File: src/rtl/conv_pkg.sv
// conv_pkg: shared types and constants for the conv stream host.
package conv_pkg;

    typedef enum logic [1:0] {
        IDLE   = 2'd0,
        PRIME  = 2'd1,
        RUN    = 2'd2,
        FINISH = 2'd3
    } state_t;

    // Backpressure LFSR: x^16 + x^14 + x^13 + x^11, Fibonacci form
    localparam logic [15:0] LFSR_SEED = 16'hACE1;
    localparam logic [15:0] LFSR_TAPS = 16'hB400;

    // Number of valid-convolution outputs for a given x and filter length
    function automatic int result_count(input int size_x, input int size_f);
        return size_x - size_f + 1;
    endfunction

endpackage

File: src/rtl/conv_stream_host_mem.sv
// conv_stream_host_mem: single-port synchronous RAM, read-before-write,
// registered read data held while en is low.
module conv_stream_host_mem #(
    parameter int W     = 12,
    parameter int DEPTH = 16,
    parameter int AW    = 4
) (
    input  logic          clk,
    input  logic          en,
    input  logic          we,
    input  logic [AW-1:0] addr,
    input  logic [W-1:0]  wdata,
    output logic [W-1:0]  rdata
);

    logic [W-1:0] mem [DEPTH];

    // Read returns the old word when the same address is written this cycle
    always_ff @(posedge clk) begin
        if (en) begin
            rdata <= mem[addr];
            if (we) mem[addr] <= wdata;
        end
    end

endmodule

File: src/rtl/conv_stream_host.sv
// conv_stream_host: host-side wrapper around a 1-D convolution core.
// Streams a preloaded x vector out on x_valid/x_ready and captures the
// y result stream into a readable result memory.
// Optional CONV_HOST_STALL_EN: an LFSR throttles x_valid and y_ready
// during RUN to exercise core backpressure.
module conv_stream_host
    import conv_pkg::*;
#(
    parameter int T      = 12,
    parameter int SIZE_X = 16,
    parameter int SIZE_F = 4
) (
    input  logic                                clk,
    input  logic                                reset,
    input  logic                                ld_wr_en,
    input  logic [$clog2(SIZE_X)-1:0]           ld_addr,
    input  logic [T-1:0]                        ld_data,
    input  logic                                start,
    output logic [T-1:0]                        x_data,
    output logic                                x_valid,
    input  logic                                x_ready,
    input  logic [T-1:0]                        y_data,
    input  logic                                y_valid,
    output logic                                y_ready,
    input  logic [$clog2(SIZE_X-SIZE_F+1)-1:0]  rd_addr,
    output logic [T-1:0]                        rd_data,
    output logic                                busy,
    output logic                                done,
    output logic [$clog2(SIZE_X-SIZE_F+2)-1:0]  y_count
);

    localparam int NY  = result_count(SIZE_X, SIZE_F);
    localparam int XAW = $clog2(SIZE_X);
    localparam int XCW = $clog2(SIZE_X + 1);
    localparam int RAW = $clog2(NY);
    localparam int YCW = $clog2(NY + 1);

    state_t         state, state_nxt;
    logic [XCW-1:0] xs;        // x beats accepted this run
    logic [YCW-1:0] yr;        // y beats accepted this run
    logic           pend;      // x memory read data holds element xs, not yet sent
    logic           y_stall;
    logic           x_beat, y_beat;

    logic           xm_en, xm_we;
    logic [XAW-1:0] xm_addr;
    logic [T-1:0]   xm_rdata;
    logic           rm_en, rm_we;
    logic [RAW-1:0] rm_addr;

`ifdef CONV_HOST_STALL_EN
    logic [15:0] lfsr;
    logic        shown;

    // LFSR advances only while streaming; shown marks an offer still outstanding
    always_ff @(posedge clk) begin
        if (reset) begin
            lfsr  <= LFSR_SEED;
            shown <= 1'b0;
        end else begin
            if (state == RUN) lfsr <= {lfsr[14:0], ^(lfsr & LFSR_TAPS)};
            shown <= x_valid & ~x_ready;
        end
    end

    assign x_valid = pend & (shown | ~lfsr[0]);
    assign y_stall = lfsr[1];
`else
    assign x_valid = pend;
    assign y_stall = 1'b0;
`endif

    assign x_beat  = x_valid & x_ready;
    assign y_ready = (state == RUN) && (yr != YCW'(NY)) && !y_stall;
    assign y_beat  = y_valid & y_ready;
    assign x_data  = x_valid ? xm_rdata : '0;
    assign busy    = (state != IDLE);
    assign done    = (state == FINISH);
    assign y_count = yr;

    // State register
    always_ff @(posedge clk) begin
        if (reset) state <= IDLE;
        else       state <= state_nxt;
    end

    // Next-state: single-cycle PRIME and FINISH around the streaming phase
    always_comb begin
        state_nxt = state;
        case (state)
            IDLE:    if (start) state_nxt = PRIME;
            PRIME:   state_nxt = RUN;
            RUN:     if (xs == XCW'(SIZE_X) && yr == YCW'(NY)) state_nxt = FINISH;
            FINISH:  state_nxt = IDLE;
            default: state_nxt = IDLE;
        endcase
    end

    // Memory port muxing: loads in IDLE, prefetch of next x on each accepted beat
    always_comb begin
        xm_en   = 1'b0;
        xm_we   = 1'b0;
        xm_addr = ld_addr;
        rm_en   = 1'b1;
        rm_we   = 1'b0;
        rm_addr = rd_addr;
        case (state)
            IDLE: begin
                xm_en = ld_wr_en;
                xm_we = ld_wr_en;
            end
            PRIME: begin
                xm_en   = 1'b1;
                xm_addr = '0;
            end
            RUN: begin
                xm_en   = x_beat && (xs < XCW'(SIZE_X - 1));
                xm_addr = XAW'(xs + XCW'(1));
                rm_en   = y_beat;
                rm_we   = y_beat;
                rm_addr = RAW'(yr);
            end
            default: ;
        endcase
    end

    // Run counters and the prefetch-valid flag
    always_ff @(posedge clk) begin
        if (reset) begin
            xs   <= '0;
            yr   <= '0;
            pend <= 1'b0;
        end else begin
            case (state)
                IDLE: if (start) begin
                    xs   <= '0;
                    yr   <= '0;
                    pend <= 1'b0;
                end
                PRIME: pend <= 1'b1;
                RUN: begin
                    if (x_beat) begin
                        xs   <= xs + XCW'(1);
                        pend <= (xs < XCW'(SIZE_X - 1));
                    end
                    if (y_beat) yr <= yr + YCW'(1);
                end
                default: ;
            endcase
        end
    end

    conv_stream_host_mem #(.W(T), .DEPTH(SIZE_X), .AW(XAW)) u_xmem (
        .clk   (clk),
        .en    (xm_en),
        .we    (xm_we),
        .addr  (xm_addr),
        .wdata (ld_data),
        .rdata (xm_rdata)
    );

    conv_stream_host_mem #(.W(T), .DEPTH(NY), .AW(RAW)) u_rmem (
        .clk   (clk),
        .en    (rm_en),
        .we    (rm_we),
        .addr  (rm_addr),
        .wdata (y_data),
        .rdata (rd_data)
    );

endmodule

File: config.mk
export PLATFORM = sky130hd
export DESIGN_NAME = conv_stream_host
export DESIGN_NICKNAME = d
export VERILOG_FILES = /design/src/rtl/conv_pkg.sv /design/src/rtl/conv_stream_host_mem.sv /design/src/rtl/conv_stream_host.sv
export SDC_FILE = /design/constraint.sdc
export NUM_CORES = 1
export LEC_CHECK = 0
export CAP_MARGIN = 15
export CORE_AREA = 2 2 277 211
export CTS_BUF_LIST = sky130_fd_sc_hd__clkbuf_8
export DETAILED_ROUTE_END_ITERATION = 8
export DIE_AREA = 0 0 279 213
export GPL_ROUTABILITY_DRIVEN = 0
export GPL_TIMING_DRIVEN = 0
export PLACE_DENSITY_LB_ADDON = 0.1
export SLEW_MARGIN = 25
export SYNTH_ARGS = -nofsm -noshare
export SYNTH_HDL_FRONTEND = slang
export SYNTH_SLANG_ARGS = --single-unit
File: constraint.sdc
create_clock -name clk -period 3.3 [get_ports clk]
set_input_delay 0.66 -clock clk [delete_from_list [all_inputs] [get_ports clk]]
set_output_delay 0.66 -clock clk [all_outputs]
set_load 0.05 [all_outputs]
==> key figures <==
Status
  – Status: completed

Clock network
  – H-tree levels: 3
  – Max clock buf depth: 3
  – CTS tree: yes
  – Root Driver: clkbuf_8
  – CTS Sinks: 384
  – Clk slew on worst S/H paths: 0.06 ns
  – Later-pin clock latency in the skew report: 0.65 ns
  – Num CTS Buffers: 67

Synthesis
  – Asr flop ratio synth: 0%
  – Post-synthesis cell type count: 56
  – Cell count after synthesis: 876
  – Post-synthesis sequential area ratio: 75.1%
  – Yosys warns: 0
  – Main synth FF type: edfxtp_1
  – Post-synth EDFFs: 372
  – Mapped cell area: 15200 µm²
  – Syn avg cell area: 17.3 µm²
  – Number of synthesized register bits: 384
  – Syn nets: 923

Global routing
  – Overflow after GRT: 0
  – Initial antenna violation count: 1
  – Vias in the first global route: 8775
  – First-pass GRT wire length: 59.3 mm
  – Pin count of the biggest net entering global routing: 20
  – Overall Global Routing Usage: 13.9%

Timing
  – Max-slew violations: 0
  – Setup TNS: 0 ns
  – Worst-Margin Slew: 1.08 ns
  – Final WS setup: 0.148 ns
  – Clk_skew: 0.0469 ns
  – RSZ-0062 raised after global routing: false
  – WHS: 0.437 ns
  – Hold Fails Final Rpt: 0
  – Max Clock Freq: 317 MHz
  – Fin crit share: 95.5%
  – Min cycle time layout: 3.15 ns
  – Slew headroom: 28.3%
  – # setup viols final: 0

Layout
  – Fin cells: 1815
  – Layout cell share with drive strength beyond 1: 21.3%
  – Commonest non-fill, non-tap cells in the layout: edfxtp_1, nand2_1, clkbuf_8, clkdlybuf4s50_1, mux4_2
  – Multi-input logic area: 3710 µm²
  – Net count, final: 1078
  – Syn-to-layout area delta: 21.0%
  – Core Util, Final: 32.4%
  – Most common cell after layout, fill and taps aside: edfxtp_1
  – Fillers: 5471
  – Register area: 11400 µm²

Pwr
  – Cell-internal power: 0.00884 W
  – Sw Share: 33.5%
  – PD cells: 723 nW/µm²
  – Flop pwr share: 43.8%
  – NetSw: 0.00445 W
  – Clock network power share: 28.6%
  – Combinational Power Share: 27.6%
  – LEAKAGE: 5.87 nW
  – Maximum vdd drop: 0.225 mV

Route
  – Routed wire length: 40.7 mm
  – Via density: 4.67
  – DRC viols: 0
  – Starting DRT DRC Count: 615
  – Wirelength per Cell: 22.4 µm
  – Final ANT Viol Nets: 0
  – Total number of vias: 8477
  – First-pass DRT Iterations: 5

Place
  – PortBufs: 68
  – DP HPWL: 27.4 mm
  – Worst slack, placed: -0.833 ns
  – Placed Cells: 1703

Hold path
  – Worst hold start: reset
  – Hold crit path type: in -> reg

Worst setup path
  – CP endpoint kind: flop
  – CP Class: reg -> reg
  – Crit path arrival time: 3.41 ns
  – Startpoint types: flop
  – RR Startpoint: state[1]
  – Critical Path RT: 3.56 ns
  – CP Launch Point: state[1]
  – CP Max Fanout: 10

Job
  – MaxCap Viol Count: 0

Floorplanning
  – Initial Util: 26.8%
  – IO Pins: 70
  – Core area: 56800 µm²
  – Row count: 76
  – Die area: 59400 µm²
  – Die height: 213 µm
  – Die X: 279 µm
-- cell type report --
| class | count | share of cell area [%] |
|---|---|---|
| buffer | 44 | 1.42 |
| clock inverter | 44 | 1.09 |
| antenna | 1 | 0.0136 |
| timing repair buffer | 88 | 5.03 |
| multi-input combinational | 437 | 20.2 |
| inverter | 9 | 0.184 |
| clock buffer | 67 | 5.01 |
| tap | 741 | 5.04 |
| sequential | 384 | 62.0 |
-- per-stage QoR --
step | area, µm² | total power (W)
5_1_grt | 18400 | 0.0140
6_report | 18400 | 0.0133
3_5_place_dp | 17100 | 0.00956
3_3_place_gp | 16800 | 0.00953
4_1_cts | 18300 | 0.0135
2_1_floorplan | 15200 | 0.00812
-- worst max-delay path: stages, from the launching register on --
cell and delay [ns]:
dfxtp_1 0.38, inv_1 0.10, ha_2 0.43, buf_4 0.22, nand3_4 0.10, nand2_1 0.13
buf_2 0.30, buf_2 0.38, mux4_2 0.40, nand2_1 0.10, o211ai_1 0.26
-- sequential cells by signal, summed over array words and instances (netlist names) --
| signal | count |
|---|---|
| state | 2 |
| u_rmem.mem | 156 |
| u_rmem.rdata | 12 |
| u_xmem.mem | 192 |
| u_xmem.rdata | 12 |
| x_valid | 1 |
| xs | 5 |
| y_count | 4 |
-- cell usage after synthesis (all sizes together), types with 2 or more instances --
master / instances / area [µm²]
a211oi: 17 / 128
a21o: 2 / 15.0
a21oi: 32 / 160
a221o: 2 / 20.0
a221oi: 12 / 111
a22o: 2 / 17.5
a22oi: 13 / 103
a311oi: 2 / 17.5
a31oi: 12 / 75.1
a32oi: 21 / 184
and2: 27 / 174
buf: 26 / 168
clkbuf: 20 / 75.1
dfxtp: 12 / 240
edfxtp: 372 / 11200
ha: 9 / 113
inv: 9 / 33.8
mux2i: 30 / 313
mux4: 46 / 1040
nand2: 76 / 285
nand2b: 5 / 31.3
nand3: 10 / 62.6
nand3b: 3 / 26.3
nand4: 4 / 25.0
nor2: 45 / 169
nor2b: 2 / 12.5
nor3: 5 / 30.0
o211ai: 10 / 75.1
o21ai: 26 / 130
o22ai: 4 / 25.0
or3: 3 / 18.8
or4: 2 / 15.0
xor2: 4 / 35.0
-- per-layer routing --
| layer | GRT usage (%) | part of all wire (%) | vias up |
|---|---|---|---|
| li1 | - | - | 3837 |
| met1 | 20.8 | 51 | 4393 |
| met2 | 19.8 | 42 | 186 |
| met3 | 3.35 | 4.6 | 61 |
| met4 | 4.17 | 2.0 | 0 |
| met5 | 0 | 0 | - |
-- power groups by stage --
stage / Clock [W] / Combinational (W) / Sequential [W]
global route: 0.00416 / 0.00394 / 0.00585
floorplan: 0 / 0.00201 / 0.00611
global placement: 0 / 0.00360 / 0.00593
finish: 0.00381 / 0.00367 / 0.00582
detailed placement: 0 / 0.00364 / 0.00593
CTS: 0.00396 / 0.00368 / 0.00583
-- cell families after synthesis --
group	Yosys count	share of synthesized area, %
AO/OA/AOI/OAI	161	7.34
XOR/XNOR	5	0.288
adder cells (fa/ha/maj)	9	0.741
buffers and inverters	55	1.82
flip-flops	384	75.1
multiplexers	77	8.95
AND/OR/NAND/NOR	185	5.78
-- worst paths after layout --
check	endpoint	slack, ns	depth (start not counted)
max reg2reg	u_xmem.rdata[5]	0.15	10
min reg2reg	xs[1]	0.50	2
min	y_count[1]	0.44	2
max	u_xmem.rdata[5]	0.15	10
-- repair_timing --
action / 4_1_cts / 5_1_grt
resized for setup: 26 / 26
buffers inserted: 1 / 1
pin swaps: 1 / 3
hold buffers: 0 / 0
endpoints found under the setup margin: 295 / 194
No activity file was read; power rests on OpenSTA's default activity.
